===== src/rtl/fetch_unit.sv =====
`default_nettype none
//==============================================================================
// fetch_unit - single-outstanding instruction fetcher with 2-entry prefetch FIFO
// Revision: 1.0
//==============================================================================
module fetch_unit (
  input  logic        clk,
  input  logic        rst,
  input  logic        redirect,
  input  logic [15:0] redirect_pc,
  output logic [15:0] mem_addr,
  output logic        mem_rd,
  input  logic        mem_stall,
  input  logic        mem_done,
  input  logic [15:0] mem_data,
  output logic [15:0] instr,
  output logic [15:0] instr_pc,
  output logic        instr_valid,
  input  logic        decode_ready,
  output logic        halted,
  output logic        err
);

  typedef enum logic [1:0] {
    S_FETCH  = 2'd0,
    S_WAIT   = 2'd1,
    S_DRAIN  = 2'd2,
    S_HALTED = 2'd3
  } state_t;

  state_t      r_state;
  logic [15:0] r_fetch_pc;
  logic [1:0]  r_count;
  logic [15:0] r_data0, r_data1;
  logic [15:0] r_pc0, r_pc1;
  logic        r_err;

  logic        w_push;
  logic        w_pop;
  logic        w_halt_pop;
  logic [1:0]  w_base;

  assign mem_addr    = r_fetch_pc;
  assign mem_rd      = !rst && (r_state == S_FETCH) && (r_count < 2'd2) && !redirect;
  assign instr       = r_data0;
  assign instr_pc    = r_pc0;
  assign instr_valid = (r_count != 2'd0);
  assign halted      = (r_state == S_HALTED);
  assign err         = r_err;

  assign w_push     = (r_state == S_WAIT) && mem_done;
  assign w_pop      = instr_valid && decode_ready;
  assign w_halt_pop = w_pop && (r_data0[15:11] == 5'b00000);
  // Slot a new word lands in once any same-cycle pop has shifted the FIFO.
  assign w_base     = r_count - {1'b0, w_pop};

  always_ff @(posedge clk or posedge rst) begin
    if (rst) begin
      r_state    <= S_FETCH;
      r_fetch_pc <= 16'h0000;
      r_count    <= 2'd0;
      r_data0    <= 16'h0000;
      r_data1    <= 16'h0000;
      r_pc0      <= 16'h0000;
      r_pc1      <= 16'h0000;
      r_err      <= 1'b0;
    end else begin
      r_err <= (r_state == S_FETCH) && mem_done;
      if (r_state == S_HALTED) begin
        r_count <= 2'd0;
      end else if (w_halt_pop) begin
        r_state <= S_HALTED;
        r_count <= 2'd0;
      end else if (redirect) begin
        r_count    <= 2'd0;
        r_fetch_pc <= redirect_pc;
        if (r_state == S_WAIT)
          r_state <= mem_done ? S_FETCH : S_DRAIN;
      end else begin
        if (w_pop) begin
          r_data0 <= r_data1;
          r_pc0   <= r_pc1;
        end
        if (w_push) begin
          if (w_base == 2'd0) begin
            r_data0 <= mem_data;
            r_pc0   <= r_fetch_pc;
          end else begin
            r_data1 <= mem_data;
            r_pc1   <= r_fetch_pc;
          end
        end
        r_count <= w_base + {1'b0, w_push};
        case (r_state)
          S_FETCH: begin
            if (mem_rd && !mem_stall)
              r_state <= S_WAIT;
          end
          S_WAIT: begin
            if (mem_done) begin
              r_state    <= S_FETCH;
              r_fetch_pc <= r_fetch_pc + 16'd2;
            end
          end
          S_DRAIN: begin
            if (mem_done)
              r_state <= S_FETCH;
          end
          default: r_state <= S_HALTED;
        endcase
      end
    end
  end

endmodule
`default_nettype wire


===== config.mk =====
export PLATFORM = sky130hd
export DESIGN_NAME = fetch_unit
export DESIGN_NICKNAME = d
export VERILOG_FILES = /design/src/rtl/fetch_unit.sv
export SDC_FILE = /design/constraint.sdc
export NUM_CORES = 1
export LEC_CHECK = 0
export BUFFER_PORTS_ARGS = -buffer_cell sky130_fd_sc_hd__buf_4
export CAP_MARGIN = 10
export CELL_PAD_IN_SITES_DETAIL_PLACEMENT = 1
export CELL_PAD_IN_SITES_GLOBAL_PLACEMENT = 1
export CORE_MARGIN = 2
export CORE_UTILIZATION = 46
export CTS_CLUSTER_SIZE = 40
export DETAILED_ROUTE_END_ITERATION = 8
export PLACE_DENSITY = 0.91
export SLEW_MARGIN = 20
export SYNTH_ARGS = -nofsm -noshare
export SYNTH_HDL_FRONTEND = slang
export SYNTH_SLANG_ARGS = --single-unit

===== constraint.sdc =====
create_clock -name clk -period 6.25 [get_ports clk]
set_input_delay 1.25 -clock clk [delete_from_list [all_inputs] [get_ports clk]]
set_output_delay 1.25 -clock clk [all_outputs]
set_load 0.005 [all_outputs]

* Yosys cells after proc, flatten, opt, wreduce, memory -nomap -nowiden
Index checks and enable logic that the tools add are counted.
** Operators by class
- Bitwise logic cells :: 4
- Order comparisons :: 1
- Multiplexer cells :: 19
- Equality and inequality tests :: 6
- $mul :: 0
- Reductions and logical operators :: 22
- Shift operators :: 0
- Div/mod/pow operators :: 0
- Add/sub/neg operators :: 3
** Operators by type and width (count)
- $mux 16 :: 9
- $mux 2 :: 9
- $add 16x2->16 const B :: 1
- $logic_and 1x1->1 :: 8
- $reduce_and 4->1 :: 2
- $reduce_bool 2->1 :: 3
- $logic_not 5->1 :: 1
- $reduce_and 5->1 :: 1
- $eq 2x2->1 const B :: 2
- $logic_not 2->1 :: 2
- $ne 4x1->1 const B :: 1
- $ne 4x3->1 const B :: 1
- $not 1->1 :: 4
- $pmux 2 s2 :: 1
- $logic_not 1->1 :: 3
- $ne 3x1->1 const B :: 1
- $reduce_and 3->1 :: 1
- $add 2x1->2 :: 1
- $eq 2x1->1 const B :: 1
- $lt 2x2->1 const B :: 1
- $reduce_or 2->1 :: 1
- $sub 2x1->2 :: 1
** Storage, ports and cells
- Output and inout port bits :: 52
- Input bits :: 38
- Register bits :: 85
- Memory bits (writable) :: 0
- Latch bits :: 0
- ROM bits :: 0
- Memories :: 0

* Depth between registers and ports, before layout
- Depth in word-level cells :: 9
- Depth in mapped cells :: 9
- Mapped depth without buffers :: 8

* Worst setup path after synthesis
No wires, ideal clock.
- Path type :: input to output
- From :: in redirect
- To :: out mem_rd
- Stages on the path :: 3
- Setup slack :: 3018 ps
- Path buffers :: 2
- Required time :: 5000 ps
- Arrival :: 1982 ps
- Cell sequence :: clkbuf_1 buf_1 nor4b_1
** Between the ends
- Cells in the longest elaborated chain, start to end :: 2
** RTL lines
- from (decl) :: line 9 : input logic redirect,
- $logic_not 1->1 :: line 44 : assign mem_rd = !rst && (r_state == S_FETCH) && (r_count < 2'd2) && !redirect;
- $logic_and 1x1->1 :: line 44
- to (decl) :: line 12 : output logic mem_rd,
No other way between the ends.

* Worst setup path in the final report
- From :: in decode_ready
- To :: reg r_data1[8]
** Between the ends
- Cells in the longest elaborated chain, start to end :: 5
** RTL lines
- from (decl) :: line 19 : input logic decode_ready,
- $logic_and 1x1->1 * :: line 52 : assign w_pop = instr_valid && decode_ready;
- $sub 2x1->2 :: line 55 : assign w_base = r_count - {1'b0, w_pop};
- $logic_not 2->1 :: line 85 : if (w_base == 2'd0) begin
- $not 1->1 (no line)
- $reduce_and 5->1 (no line) *
- to (signal assigned) :: line 89 : r_data1 <= mem_data;
- to (decl) :: line 34 : logic [15:0] r_data0, r_data1;
Mark *: on every way between the ends. The rest lies on a longest branch, timed or not.
A chain may end at the register's enable or synchronous reset.

==> key figures <==
Cells and area
  • Post-layout nets: 506
  • Fill cell count: 1009
  • Synth-to-layout area growth: 20.96%
  • # diodes: 0
  • Ratio of cells with drive above 1 in the final layout: 0.2634
  • Core occupancy in the finished layout: 0.5732

Die
  • Total core area: 0.009196 mm2
  • # rows: 35
  • Die Span X: 101.3 um
  • Vertical die dimension: 101.3 um
  • Number of top-level pins: 90
  • Overall die area: 0.01027 mm2
  • Initial core utilization: 0.4739

Clock tree
  • Largest buffer count on any clock path: 2
  • Post-CTS sizing: 0
  • Number of buffers added by the clock tree synthesis step: 9
  • Clock latency on the worst-skew pair: 0.35 ns
  • Post-CTS setup-driven buffer insertion count: 0
  • TritonCTS clock tree: done
  • Sink count of the clock tree: 85
  • Number of H-tree branching levels: 3
  • Root Buffer: clkbuf_8
  • Post-CTS Hold Fix Bufs: 0
  • Worst-path clk slew: 0.09 ns

Routing
  • Violation count after the first detailed-routing iteration: 124
  • DRC viols: 0
  • Aggregate routed wire length: 11610 um
  • Via count of the routed design: 3486
  • Number of detailed-route iterations in the first pass: 4
  • Post-detailed-route via-to-cell ratio: 6.031
  • Antenna-violating nets left: 0
  • DR WL/cell: 20.08 um

Global routing
  • Via count of the first global-routing pass: 3793
  • Global-route wire length before repair: 19410 um
  • Largest net degree at the start of global routing: 86
  • Total grt overflow: 0
  • GRT Resource Usage Total: 0.2434
  • Number of antenna violations at the first check in global routing: 0

Synth
  • Gate count of the mapped netlist: 387
  • Count of distinct cell types in the synthesized netlist: 52
  • Dominant synthesized flop cell: dfrtp_1
  • Sequential element share of the synthesized area: 0.4881
  • Count of flip-flops with a built-in enable after synthesis: 0
  • FFs w/ async S/R, synth: 1.000
  • Post-synth design cell area: 0.004358 mm2
  • Proportion of netlist area held by the largest area contributor: 0.4881
  • Syn_nets: 431
  • Cell taking the most area after synthesis: dfrtp_1
  • Leading cell type by number of instances after synthesis: dfrtp_1
  • FF+latch count, synth: 85
  • Mean instance size in the synthesized netlist: 11.26 um2
  • Total of warnings raised by yosys: 0
  • Commonest cells in the synthesized netlist: dfrtp_1 (85), mux2i_1 (35), mux2_1 (32)
  • Dominant cells by area after synthesis: dfrtp_1 (49%), mux2_1 (8.3%), mux2i_1 (8.0%), o2bb2ai_1 (6.2%), and2_1 (4.3%)

STA
  • RSZ-0062 raised after global routing: no
  • Hold Fails Final Rpt: 0
  • Max transition margin: 0.3165
  • Slew at the pin with the worst max-slew slack: 1.025 ns
  • Setup-failing EPs final: 0
  • Worst hold slack: 0.4877 ns
  • Slew Viols, Final: 0
  • Setup tns final: 0 ns
  • Ratio of final minimum period to clock period: 0.5695
  • F_max: 281.0 MHz
  • Final critical delay including setup and external delays: 3.559 ns
  • Setup slack of the critical path after layout: 2.691 ns
  • Post-route clock skew: 0.01072 ns

Min path
  • Min-Delay Path Class: flip-flop to flip-flop

Placement
  • Dpl hpwl: 8241 um
  • Port-buffer cells: 89
  • Final Wtd Congestion: 0.8417
  • Pre-CTS worst setup slack: 2.272 ns

Setup path
  • Startpoint Class: input pin
  • Slowest-stage cell, CP: nand3_2
  • Maximum cell stage delay along the critical path: 0.85 ns
  • Cell family contributing the most delay on the critical path: simple AND/OR/NAND/NOR gates
  • Crit Path Category: input pin to flip-flop
  • Crit path max fanout: 36
  • Required time at the endpoint of the critical path: 6.48 ns
  • Category of the worst setup path capture point: flip-flop
  • Combined buffer and inverter count along the critical path: 2
  • Sequence of cells on the critical path: buf_4 -> o21ai_4 -> inv_2 -> a31oi_2 -> nand3_2 -> mux2_1
  • Slack of the worst reg-to-reg path: 3.09 ns
  • Arr. time, crit path: 3.79 ns

Run status
  • Run status: completed

Power
  • Cell area power density: 301.3 mW/mm2
  • Worst-case vdd ir drop: 169.1 uV
  • Final total power: 1589 uW
  • Standby leakage power: 0.002681 uW

Run
  • Max_cap viols: 0
worst paths after layout:
check	from	endpoint	cells after the start
worst max register to register	r_count[1]$_DFF_PP0_	r_data1[8]$_DFFE_PP0P_	5
worst max-delay path	decode_ready	r_data1[8]$_DFFE_PP0P_	6
max in group asynchronous	rst	r_pc1[2]$_DFFE_PP0P_	3
worst min register to register	r_pc1[2]$_DFFE_PP0P_	r_pc1[2]$_DFFE_PP0P_	1
worst min-delay path	r_pc1[2]$_DFFE_PP0P_	r_pc1[2]$_DFFE_PP0P_	1
min in group asynchronous	rst	r_state[0]$_DFFE_PP0P_	3
power by group:
group          switching, uW  internal [uW]
clock network            210            188
registers                127            665
logic                    163            236
sequential cells by signal (all words and copies together) (netlist names):
name / cells
r_state: 2
r_pc1: 16
err: 1
instr: 16
mem_addr: 16
r_data1: 16
instr_pc: 16
r_count: 2
cell families after synthesis:
family / after synthesis / synth area share
buf+inv: 42 / 0.04221
flops: 85 / 0.4881
compound gates: 87 / 0.1599
mux: 68 / 0.1657
xor+xnor: 1 / 0.002010
fa+ha+maj: 6 / 0.01723
simple gates: 98 / 0.1249
metrics by stage:
stage                     std cells  instance area, um2
after global routing            578                5271
after detailed placement        562                5067
after floorplan                 387                4358
after global placement          562                5067
after CTS                       578                5266
final                           578                5271
area by class of cell:
| class | count | area (um2) | area share |
|---|---|---|---|
| clock buffer | 10 | 127.6 | 0.02421 |
| multi-input combinational | 260 | 2058 | 0.3905 |
| clock inverter | 6 | 71.32 | 0.01353 |
| sequential | 85 | 2127 | 0.4035 |
| tap | 111 | 138.9 | 0.02635 |
| timing repair buffer | 92 | 694.4 | 0.1317 |
| inverter | 14 | 53.80 | 0.01021 |
worst register-to-register path: stages, from the launching register on:
cell and delay [ns]:
dfrtp_1 0.46, o21ai_4 0.26, inv_2 0.27, a31oi_2 0.58
nand3_2 0.85, mux2_1 0.63
per-layer routing:
layer | global-route usage | vias to the layer above | routed length, um
met5 | 0 | - | 0
met4 | 0.07277 | 0 | 191
met3 | 0.05521 | 19 | 610
met2 | 0.4177 | 109 | 5712
met1 | 0.3082 | 1768 | 5090
li1 | - | 1590 | -
cell usage in the layout, fill, tap and decap left out, types with 10 or more instances in the layout:
master,n
buf_4,91
dfrtp_1,85
mux2i_1,35
mux2_1,32
o2bb2ai_1,31
and2_1,30
nor2_1,15
nand3_1,12
inv_1,11
nand2_1,10
a21oi_1,10
(Power assumes the default switching activity.)
